==> config.mk <==
export PLATFORM = sky130hd
export DESIGN_NAME = snn_window_classifier
export DESIGN_NICKNAME = d
export VERILOG_FILES = /design/src/rtl/snn_pkg.sv /design/src/rtl/sat_counter.sv /design/src/rtl/snn_window_classifier.sv
export SDC_FILE = /design/constraint.sdc
export NUM_CORES = 1
export LEC_CHECK = 0
export ABC_CLOCK_PERIOD_IN_PS = 4500
export CAP_MARGIN = 25
export CORE_MARGIN = 2
export CORE_UTILIZATION = 45
export CTS_CLUSTER_DIAMETER = 100
export DETAILED_ROUTE_END_ITERATION = 12
export PLACE_DENSITY = 0.59
export SKIP_LAST_GASP = 1
export SLEW_MARGIN = 5
export SYNTH_ARGS = -nofsm -noshare
export SYNTH_HDL_FRONTEND = slang
export SYNTH_HIERARCHICAL = 1
export SYNTH_SLANG_ARGS = --single-unit
==> constraint.sdc <==
create_clock -name clk_i -period 4.5 [get_ports clk_i]
set_clock_uncertainty 0.15 [all_clocks]
set_input_delay 0.9 -clock clk_i [delete_from_list [all_inputs] [get_ports clk_i]]
set_output_delay 0.9 -clock clk_i [all_outputs]
set_load 0.02 [all_outputs]
==> src/rtl/snn_pkg.sv <==
// ----------------------------------------------------------------------------
// snn_pkg : shared types, defaults and helpers for the spiking readout stage
// Rev 1.0
// ----------------------------------------------------------------------------
`default_nettype none

package snn_pkg;

    typedef enum logic [1:0] {
        ST_IDLE      = 2'd0,
        ST_INTEGRATE = 2'd1,
        ST_SCAN      = 2'd2,
        ST_DONE      = 2'd3
    } classifier_state_t;

    localparam int DEF_NUM_CLASSES = 10;
    localparam int DEF_COUNT_W     = 8;
    localparam int DEF_WINDOW_W    = 8;

    // Holds at max_value instead of wrapping.
    function automatic logic [31:0] sat_inc(input logic [31:0] value,
                                             input logic [31:0] max_value);
        return (value >= max_value) ? value : value + 32'd1;
    endfunction

endpackage

`default_nettype wire

==> src/rtl/sat_counter.sv <==
// ----------------------------------------------------------------------------
// sat_counter : per-class spike counter with clear and saturating increment
// Rev 1.0
// ----------------------------------------------------------------------------
`default_nettype none

module sat_counter
    import snn_pkg::*;
#(
    parameter int COUNT_W = DEF_COUNT_W
) (
    input  logic               clk_i,
    input  logic               rst_i,
    input  logic               clr_i,
    input  logic               inc_i,
    output logic [COUNT_W-1:0] count_o
);

    localparam logic [COUNT_W-1:0] C_MAX = '1;

    logic [COUNT_W-1:0] r_count;

    always_ff @(posedge clk_i) begin
        if (rst_i || clr_i) begin
            r_count <= '0;
        end else if (inc_i) begin
            r_count <= COUNT_W'(sat_inc(32'(r_count), 32'(C_MAX)));
        end
    end

    assign count_o = r_count;

endmodule

`default_nettype wire

==> src/rtl/snn_window_classifier.sv <==
// ----------------------------------------------------------------------------
// snn_window_classifier : windowed spike counting + serial argmax readout
// Rev 1.0
// ----------------------------------------------------------------------------
`default_nettype none

module snn_window_classifier
    import snn_pkg::*;
#(
    parameter  int NUM_CLASSES = DEF_NUM_CLASSES,
    parameter  int COUNT_W     = DEF_COUNT_W,
    parameter  int WINDOW_W    = DEF_WINDOW_W,
    localparam int IDX_W       = $clog2(NUM_CLASSES)
) (
    input  logic                   clk_i,
    input  logic                   rst_i,
    input  logic                   start_i,
    input  logic [WINDOW_W-1:0]    window_len_i,
    input  logic [NUM_CLASSES-1:0] spike_i,
    output logic                   busy_o,
    output logic                   result_valid_o,
    input  logic                   result_ready_i,
    output logic [IDX_W-1:0]       class_o,
    output logic [COUNT_W-1:0]     max_count_o,
    output logic                   tie_o,
    input  logic [IDX_W-1:0]       dbg_sel_i,
    output logic [COUNT_W-1:0]     dbg_count_o
);

    classifier_state_t r_state, w_state_nxt;

    logic [WINDOW_W-1:0] r_len, r_win;
    logic [IDX_W-1:0]    r_idx, r_best_idx, r_class;
    logic [COUNT_W-1:0]  r_best, r_max;
    logic                r_tie, r_tie_out;

    logic [COUNT_W-1:0]  w_counts [NUM_CLASSES];
    logic [COUNT_W-1:0]  w_cur, w_nxt_best, w_dbg;
    logic [IDX_W-1:0]    w_nxt_idx;
    logic                w_nxt_tie;
    logic                w_start_acc, w_win_last, w_scan_last;
    classifier_state_t   w_start_state;

    assign w_win_last    = (r_win == r_len - WINDOW_W'(1));
    assign w_scan_last   = (r_idx == IDX_W'(NUM_CLASSES - 1));
    assign w_start_state = (window_len_i == '0) ? ST_SCAN : ST_INTEGRATE;

    generate
        for (genvar g = 0; g < NUM_CLASSES; g++) begin : g_counter
            sat_counter #(
                .COUNT_W (COUNT_W)
            ) u_cnt (
                .clk_i   (clk_i),
                .rst_i   (rst_i),
                .clr_i   (w_start_acc),
                .inc_i   ((r_state == ST_INTEGRATE) && spike_i[g]),
                .count_o (w_counts[g])
            );
        end
    endgenerate

    always_ff @(posedge clk_i) begin
        if (rst_i) begin
            r_state <= ST_IDLE;
        end else begin
            r_state <= w_state_nxt;
        end
    end

    always_comb begin
        w_state_nxt = r_state;
        w_start_acc = 1'b0;
        case (r_state)
            ST_IDLE: begin
                if (start_i) begin
                    w_start_acc = 1'b1;
                    w_state_nxt = w_start_state;
                end
            end
            ST_INTEGRATE: begin
                if (w_win_last) w_state_nxt = ST_SCAN;
            end
            ST_SCAN: begin
                if (w_scan_last) w_state_nxt = ST_DONE;
            end
            ST_DONE: begin
                // result_valid_o is implied by this state, so ready alone completes the handshake
                if (result_ready_i) begin
                    if (start_i) begin
                        w_start_acc = 1'b1;
                        w_state_nxt = w_start_state;
                    end else begin
                        w_state_nxt = ST_IDLE;
                    end
                end
            end
            default: w_state_nxt = ST_IDLE;
        endcase
    end

    // Strict '>' keeps the earliest index on equal counts.
    always_comb begin
        w_cur      = w_counts[r_idx];
        w_nxt_best = r_best;
        w_nxt_idx  = r_best_idx;
        w_nxt_tie  = r_tie;
        if (r_idx == '0) begin
            w_nxt_best = w_cur;
            w_nxt_idx  = '0;
            w_nxt_tie  = 1'b0;
        end else if (w_cur > r_best) begin
            w_nxt_best = w_cur;
            w_nxt_idx  = r_idx;
            w_nxt_tie  = 1'b0;
        end else if (w_cur == r_best) begin
            w_nxt_tie  = 1'b1;
        end
    end

    always_ff @(posedge clk_i) begin
        if (rst_i) begin
            r_len      <= '0;
            r_win      <= '0;
            r_idx      <= '0;
            r_best     <= '0;
            r_best_idx <= '0;
            r_tie      <= 1'b0;
            r_class    <= '0;
            r_max      <= '0;
            r_tie_out  <= 1'b0;
        end else begin
            if (w_start_acc) begin
                r_len <= window_len_i;
                r_win <= '0;
                r_idx <= '0;
            end
            if (r_state == ST_INTEGRATE) begin
                r_win <= r_win + WINDOW_W'(1);
            end
            if (r_state == ST_SCAN) begin
                r_idx      <= r_idx + IDX_W'(1);
                r_best     <= w_nxt_best;
                r_best_idx <= w_nxt_idx;
                r_tie      <= w_nxt_tie;
                if (w_scan_last) begin
                    r_class   <= w_nxt_idx;
                    r_max     <= w_nxt_best;
                    r_tie_out <= w_nxt_tie;
                end
            end
        end
    end

    always_comb begin
        w_dbg = '0;
        if ({1'b0, dbg_sel_i} < (IDX_W + 1)'(NUM_CLASSES)) begin
            w_dbg = w_counts[dbg_sel_i];
        end
    end

    assign busy_o         = (r_state == ST_INTEGRATE) || (r_state == ST_SCAN);
    assign result_valid_o = (r_state == ST_DONE);
    assign class_o        = r_class;
    assign max_count_o    = r_max;
    assign tie_o          = r_tie_out;
    assign dbg_count_o    = w_dbg;

endmodule

`default_nettype wire

Yosys cells after proc, flatten, opt, wreduce, memory -nomap -nowiden
Index checks and enable logic that the tools add are counted.
{"block": "totals", "regBits": 128, "latchBits": 0, "mem_bits_rw": 0, "mem_bits_ro": 0, "inputBits": 26, "out_inout_bits": 23, "wordCells": 126, "mem_count": 0}
{"block": "classes", "addsub": 13, "multipliers": 0, "div": 0, "magnitude_cmp": 14, "eq_ne": 10, "n_shift": 0, "mux": 28, "n_bitwise": 12, "n_reduce_logical": 29}
{"cell": "$add 8x1->8 const B", "n": 11}
{"cell": "$ge 8x8->1 const B", "n": 10}
{"cell": "$mux 8", "n": 9}
{"cell": "$bmux 8 s4", "n": 2}
{"cell": "$reduce_and 2->1", "n": 11}
{"cell": "$eq 8x8->1", "n": 2}
{"cell": "$mux 4", "n": 4}
{"cell": "$mux 2", "n": 6}
{"cell": "$ge 5x5->1 const B", "n": 2}
{"cell": "$logic_and 1x1->1", "n": 10}
{"cell": "$not 1->1", "n": 10}
{"cell": "$not 4->5", "n": 2}
{"cell": "$gt 8x8->1", "n": 1}
{"cell": "$logic_not 8->1", "n": 1}
{"cell": "$pmux 2 s4", "n": 1}
{"cell": "$sub 8x1->8 const B", "n": 1}
{"cell": "$ne 2x2->1 const B", "n": 3}
{"cell": "$mux 1", "n": 5}
{"cell": "$add 4x1->4 const B", "n": 1}
{"cell": "$eq 2x2->1 const B", "n": 2}
{"cell": "$eq 4x4->1 const B", "n": 1}
{"cell": "$logic_not 4->1", "n": 1}
{"cell": "$lt 4x4->1 const B", "n": 1}
{"cell": "$reduce_and 4->1", "n": 1}
{"cell": "6 further kinds", "n": 8}

Depth between registers and ports, before layout
Gate-level depths: netlist of the first run.
{"block": "depth", "ltp_word": 8, "depth_mapped": 16, "mapped_depth_nobuf": 12}

Modules after synthesis
The synthesis of the first run kept the hierarchy.
{"module": "sat_counter", "instances": 10, "cells_each": 49, "area_each_um2": 425.4, "seq_area_each_um2": 160.2}
{"module": "snn_window_classifier", "instances": 1, "cells_each": 465, "area_each_um2": 4042.6, "seq_area_each_um2": 960.9}

Least setup slack after synthesis of the first run
No wires, ideal clock.
{"block": "synth_path", "path_kind": "input-to-output", "from": "input dbg_sel_i[0]", "to": "output dbg_count_o[4]", "arrival_time_ns": 2.476, "t_required_ns": 3.450, "slack_ns": 0.974, "path_stages": 5, "path_buffers": 2, "path_cell_list": "clkbuf_1 -> buf_2 -> mux4_2 -> a221oi_1 -> a21oi_1"}
{"block": "synth_via", "elab_chain_len": 5, "elab_cells_between_ends": 6, "cone_classes": "1 x order compare; 4 x mux; 1 x bitwise"}
{"element": "from (decl)", "line": "snn_window_classifier.sv:26", "rtl": "input logic [IDX_W-1:0] dbg_sel_i,"}
{"element": "$not 4->5 (not written as such)", "line": "snn_window_classifier.sv:157", "rtl": "w_dbg = w_counts[dbg_sel_i];"}
{"element": "$bmux 8 s4", "line": "snn_window_classifier.sv:157"}
{"element": "$mux 8 (not written as such) (2 in a row)", "line": "snn_window_classifier.sv:157"}
{"element": "$mux 8 *", "line": "snn_window_classifier.sv:156", "rtl": "if ({1'b0, dbg_sel_i} < (IDX_W + 1)'(NUM_CLASSES)) begin"}
{"element": "to (decl)", "line": "snn_window_classifier.sv:27", "rtl": "output logic [COUNT_W-1:0] dbg_count_o"}
Every way passes the cells marked *; elsewhere a longest branch is shown, timed or not. The select of a mux whose other input is x is not followed.

Worst setup path after layout of the first run
{"block": "layout_path", "from": "input dbg_sel_i[1]", "to": "output dbg_count_o[3]"}
Same word-level chain as after synthesis.

==> metrics.md, run 1 <==
| Metric | Value |
|---|---|
| Status | `finished clean` |
| Layout cells sized above 1 | `a little over an eighth` |
| Clk sinks | `about 130` |
| Power share of the sequential group | `between 30% and 40%` |
| CTS tree | `done` |
| Design Area, Final | `9550 sq um` |
| Finished Core Util | `a little over half` |
| Worst skew pair latency | `between 400 and 500 ps` |
| Via/cell ratio | `a little over 6` |
| # resized after CTS | `0` |
| DRC errors left | `0` |
| CP Capture Type | `primary output` |
| Clock buffer depth | `2` |
| Post-synth EDFFs | `0` |
| Min-Delay Path Class | `reg -> reg` |
| # setup viols final | `0` |
| Setup crit start kind | `input port` |
| Clock-pin slew on the worst setup and hold paths | `roughly 60 ps` |
| Total Routing Usage GR | `a little under a quarter` |
| Die extent in y | `approximately 140 um` |
| Max cap viols | `0` |
| Initial DRT Pass Iterations | `5` |
| H-tree depth reported by CTS | `4` |
| Cell count after synthesis | `approximately 960` |
| WP data required | `about 3500 ps` |
| Core ar. | `18000 sq um` |
| Clock power frac | `around 37%` |
| Die Area | `~20000 sq um` |
| Hold-fix buffers, CTS | `0` |
| Largest net degree at the start of global routing | `60` |
| Post-CTS setup buffers | `0` |
| RePlAce Congestion | `0.861` |
| Antenna violations before repair | `0` |
| RSZ-0062 raised after global routing | `no` |
| Final Hold Viols | `0` |
| Slew of the pin with the lowest slew margin | `952 ps` |
| Initial Util | `~46%` |
| Ports | `a little under 50` |
| Total congestion overflow | `0` |
| Fin Setup TNS | `0 ps` |
| Syn_nets | `roughly 1000` |
| Arr. time, crit path | `approximately 3300 ps` |
| Synth top cells by count | `128 x dfxtp_1, 128 x nand2_1, 95 x a21oi_1` |
| Row Count | `49` |
| N_diodes | `0` |
| Final net count | `approximately 1000` |
| First-pass GRT wire length | `36300 um` |
| Post-DRT Antenna Nets | `0` |
| Share of the synthesized area in the top cell type | `30.9%` |
| DP Area | `8980 sq um` |
| VDD IR max | `~280 uV` |
| Root buffer cell | `clkbuf_16` |
| WL final | `roughly 22000 um` |
| Cell accounting for the most synthesized area | `dfxtp_1` |
| Syn avg cell area | `~8.7 sq um` |
| Sw Ratio | `approximately 33%` |
| Fraction of registers with async set/reset | `0%` |
| Seq/Total Area, Yosys | `30.9%` |
| Top post-synthesis cells by area | `dfxtp_1 31%, mux4_2 8.7%, nand2_1 5.8%` |
| Warnings, synthesis | `6` |
| Int Pwr | `approximately 0.0024 W` |
| Crit path kind | `in -> out` |
| CTS Buf Count | `17` |
| Post-DP HPWL | `15600 um` |
| Seq cells post-synth | `128` |
| Net Sw Power | `0.00122 W` |
| Synth cell types | `67` |
| DR WL/cell | `17.8 um` |
| R2R Setup Slk | `a little under 700 ps` |
| Fmax | `233 MHz` |
| Fin crit share | `between 90% and 100%` |
| Pwr/cell area | `roughly 380 nW/um^2` |
| Buffers on Ports | `48` |
| Crit path time final | `around 4300 ps` |
| Gate power share | `between 20% and 30%` |
| CP Max Fanout | `10` |
| Die W | `140 um` |
| Slew HR | `a little over a third` |
| Initial DRC Count | `615` |
| Synth-to-layout area growth | `15.1%` |
| Static leakage | `~3.2 nW` |
| Vias in the first global route | `between 7000 and 8000` |
| Via count | `between 7000 and 8000` |
| Fin. max-slew vios | `0` |
| Mapped Area | `8300 sq um` |
| Ys flop type | `dfxtp_1` |
-- cells by family (layout without fill, tap and decap cells) --
| group | after synthesis | in the layout | synth area share (%) |
|---|---|---|---|
| AND/OR/NAND/NOR | 372 | 372 | 24.9 |
| buffers and inverters | 82 | 128 | 4.15 |
| XOR/XNOR | 9 | 9 | 0.950 |
| AO/OA/AOI/OAI | 259 | 259 | 20.6 |
| adder cells (fa/ha/maj) | 28 | 28 | 4.22 |
| multiplexers | 77 | 77 | 14.2 |
| flip-flops | 128 | 128 | 30.9 |
-- stage by stage --
stage	hold WS (ps)	worst slack (ps)	std cells	total power (W)
4_1_cts	305	209	1230	0.00369
3_3_place_gp	291	230	1200	0.00232
2_1_floorplan	298	974	955	0.00203
6_report	302	202	1230	0.00366
3_5_place_dp	297	217	1200	0.00232
5_1_grt	330	89.9	1230	0.00386
-- cell type report --
cell class,instances,area (sq um)
fillers,1720,8480
multi-input cells,745,5390
flip-flops and latches,128,2560
repair buffers,61,598
clock buffers,20,457
well taps,229,287
inverters,37,139
clock inverters,10,114
-- layout by cell type (no fill, tap or decap), types with 5 or more instances in the layout --
cell               n
nand2_1          128
dfxtp_1          127
a21oi_1           95
clkdlybuf4s50_1   47
o21ai_0           46
nor2_1            38
mux2i_1           37
inv_1             35
mux4_2            32
nand3_1           30
ha_1              28
nand4_1           23
nor3_1            17
clkbuf_16         17
and3_1            14
a21boi_0          12
or3_1             12
a211oi_1          12
nor4_1            12
a311oi_1          12
and2_1            11
and4_1            11
a21boi_1          11
or4_1             11
a2111o_1          11
buf_4             11
o211ai_1          10
nand3_2           10
and3_2            10
or2_4             10
o21bai_1          10
or4b_1            10
and4_2            10
mux2_2             8
a221oi_1           8
o311ai_0           8
xor2_1             6
a31oi_1            5
-- path summary, 6_finish.rpt --
check | from | to | cells after the start
worst max-delay path | dbg_sel_i[1] | dbg_count_o[3] | 5
worst min-delay path | class_o[2] | class_o[2] | 2
worst max register to register | r_idx[1] | r_best_idx[0] | 11
worst min register to register | class_o[2] | class_o[2] | 2
-- registers in the layout (all words and copies together) (netlist names) --
register / cells
r_idx: 4
r_state: 2
r_win: 8
r_best: 8
max_count_o: 8
g_counter.u_cnt/count_o: 80
tie_o: 1
class_o: 4
r_best_idx: 4
r_tie: 1
r_len: 8
-- worst max-delay path: stages --
cell             delay [ps]
clkdlybuf4s50_1         670
nor2_1                  560
a221oi_1                190
a21oi_1                 270
clkdlybuf4s50_1         660
-- power groups by stage --
stage / Sequential [W] / Clock, W / Combinational (W)
6_report: 0.00131 / 0.00135 / 0.000995
5_1_grt: 0.00132 / 0.00143 / 0.00111
4_1_cts: 0.00130 / 0.00139 / 0.000997
3_5_place_dp: 0.00133 / 0 / 0.000995
3_3_place_gp: 0.00133 / 0 / 0.000988
2_1_floorplan: 0.00128 / 0 / 0.000754
-- layer usage --
metal / vias to the layer above / wire length [um] / global-route usage [%]
met3: 31 / 1140 / 4.40
met5: - / 0 / 0
met1: 3647 / 10500 / 32.0
li1: 3728 / - / -
met4: 0 / 473 / 9.32
met2: 183 / 9750 / 35.1
(Power assumes the default switching activity.)
==> run 2, diff against run 1 <==
CELL_PAD_IN_SITES_DETAIL_PLACEMENT = 0   (was default)
CELL_PAD_IN_SITES_GLOBAL_PLACEMENT = 2   (was default)
CORE_UTILIZATION = 38   (was 45)
PLACE_DENSITY = 0.77   (was 0.59)
==> metrics.md, run 2 (same netlist as run 1, synthesis figures left out) <==
| Metric | Value |
|---|---|
| Status | `finished clean` |
| Commonest non-fill, non-tap cell in the layout | `nand2_1` |
| Hold slack | `roughly 300 ps` |
| Clock-pin slew on the worst setup and hold paths | `~60 ps` |
| CP Capture Type | `primary output` |
| CP Max Fanout | `10` |
| Total congestion overflow | `0` |
| R2R Setup Slk | `around 440 ps` |
| DRC errors left | `0` |
| Family with the most delay on the worst path | `buffers and inverters` |
| Worst Hold Launch | `tie_o` |
| N_diodes | `0` |
| Worst skew pair latency | `~430 ps` |
| Vias in the first global route | `~7000` |
| WP data required | `approximately 3500 ps` |
| CP Buf/Inv Count | `2` |
| Min-Delay Path Class | `reg -> reg` |
| Ports | `49` |
| # setup viols final | `0` |
| Final net count | `approximately 1000` |
| Cell Count, Final, Fillers Out | `1286` |
| WL final | `between 20000 and 25000 um` |
| Antenna violations before repair | `0` |
| Largest net degree at the start of global routing | `38` |
| Synth-to-layout area growth | `16.5%` |
| Initial Util | `38.4%` |
| Crit path time final | `roughly 4400 ps` |
| Die extent in y | `approximately 150 um` |
| Die W | `between 150 and 200 um` |
| Most frequent cells in the layout | `128 x nand2_1, 127 x dfxtp_1, 95 x a21oi_1, 47 x clkdlybuf4s50_1, 46 x o21ai_0` |
| Max reg flops | `80` |
| # resized after CTS | `0` |
| DR WL/cell | `18.1 um` |
| Crit. Startpoint | `dbg_sel_i[1]` |
| Fmax | `230 MHz` |
| Fin crit share | `between 90 and 100%` |
| Fillers | `~2100` |
| Dpl cells | `roughly 1300` |
| Total Routing Usage GR | `a little over a fifth` |
| Crit path kind | `in -> out` |
| Fin. max-slew vios | `0` |
| FF-to-FF Start | `r_idx[1]` |
| Final Hold Viols | `0` |
| Setup WS pre-CTS | `between 200 and 250 ps` |
| Tot Pwr | `~0.0038 W` |
| Die Area | `23000 sq um` |
| RSZ-0062 raised after global routing | `no` |
| Via count | `approximately 7500` |
| H-tree depth reported by CTS | `4` |
| Row Count | `54` |
| Layout cells sized above 1 | `between 10% and 20%` |
| CTS tree | `done` |
| Post-CTS setup buffers | `0` |
| Static leakage | `3.22 nW` |
| Fin Setup TNS | `0 ps` |
| Setup crit start kind | `input port` |
| Cell mode on critical path | `clkdlybuf4s50_1` |
| Via/cell ratio | `approximately 5.8` |
| CP Cell Sequence | `clkdlybuf4s50_1 > nor2_1 > a221oi_1 > a21oi_1 > clkdlybuf4s50_1` |
| Clk sinks | `~130` |
| Core ar. | `around 22000 sq um` |
| Final WS setup | `145 ps` |
| VDD IR max | `~250 uV` |
| Initial DRC Count | `between 500 and 600` |
| First-pass GRT wire length | `37700 um` |
| Slew of the pin with the lowest slew margin | `approximately 980 ps` |
| Root buffer cell | `clkbuf_16` |
| Clock buffer depth | `2` |
| Buffers on Ports | `between 40 and 50` |
| Crit-path slowest cell | `clkdlybuf4s50_1` |
| Initial DRT Pass Iterations | `5` |
| Arr. time, crit path | `roughly 3300 ps` |
| RePlAce Congestion | `0.819` |
| Max incr delay on CP | `around 670 ps` |
| Post-DRT Antenna Nets | `0` |
| Pwr/cell area | `between 300 and 400 nW/um^2` |
| Slew HR | `approximately 34%` |
| Hold-fix buffers, CTS | `0` |
| CTS Buf Count | `17` |
| Max cap viols | `0` |
| Post-DP HPWL | `~17000 um` |
[run 2: power breakdown]
| group | internal (W) | total, W | leakage [nW] | switching [W] |
|---|---|---|---|---|
| Clock | 0.000941 | 0.00147 | 0.294 | 0.000534 |
| Combinational | 0.000395 | 0.000990 | 1.89 | 0.000595 |
| Sequential | 0.00120 | 0.00132 | 1.03 | 0.000120 |
| Total | 0.00253 | 0.00378 | 3.22 | 0.00125 |
[run 2: final cells by class]
cell class              count  area (sq um)  share of cell area, %
inverters                  37           139                   1.44
repair buffers             64           608                   6.29
well taps                 280           350                   3.63
multi-input cells         745          5390                   55.8
clock inverters            10           159                   1.64
flip-flops and latches    128          2560                   26.5
clock buffers              22           454                   4.70
[run 2: final timing paths]
check	end	cells after the start
hold / removal	tie_o	2
setup reg to reg	r_best[4]	11
setup / recovery	dbg_count_o[4]	5
hold reg to reg	tie_o	2
[run 2: routing by layer]
layer	track usage, %	up-vias	share of wire (%)
met5	0	-	0
met4	5.37	0	1.2
met3	3.86	20	3.6
met2	32.5	164	45
met1	30.2	3555	50
li1	-	3741	-
[run 2: per-stage QoR]
| step | utilization [%] | cell area (sq um) |
|---|---|---|
| after global placement | 41.9 | 9050 |
| final | 44.7 | 9660 |
| after floorplan | - | 8300 |
| after detailed placement | 41.9 | 9050 |
| after global routing | 44.7 | 9660 |
| after CTS | 44.7 | 9660 |
[run 2: tightest hold or removal path, stage by stage, from the launching register on]
cell and delay, ps:
dfxtp_1 310, nand2_1 50, a21oi_1 50
==> run 3, diff against run 2 <==
ABC_AREA = 0   (was default)
==> results of run 3 <==
The final DEF is identical to that of run 2; final timing and power are the same.
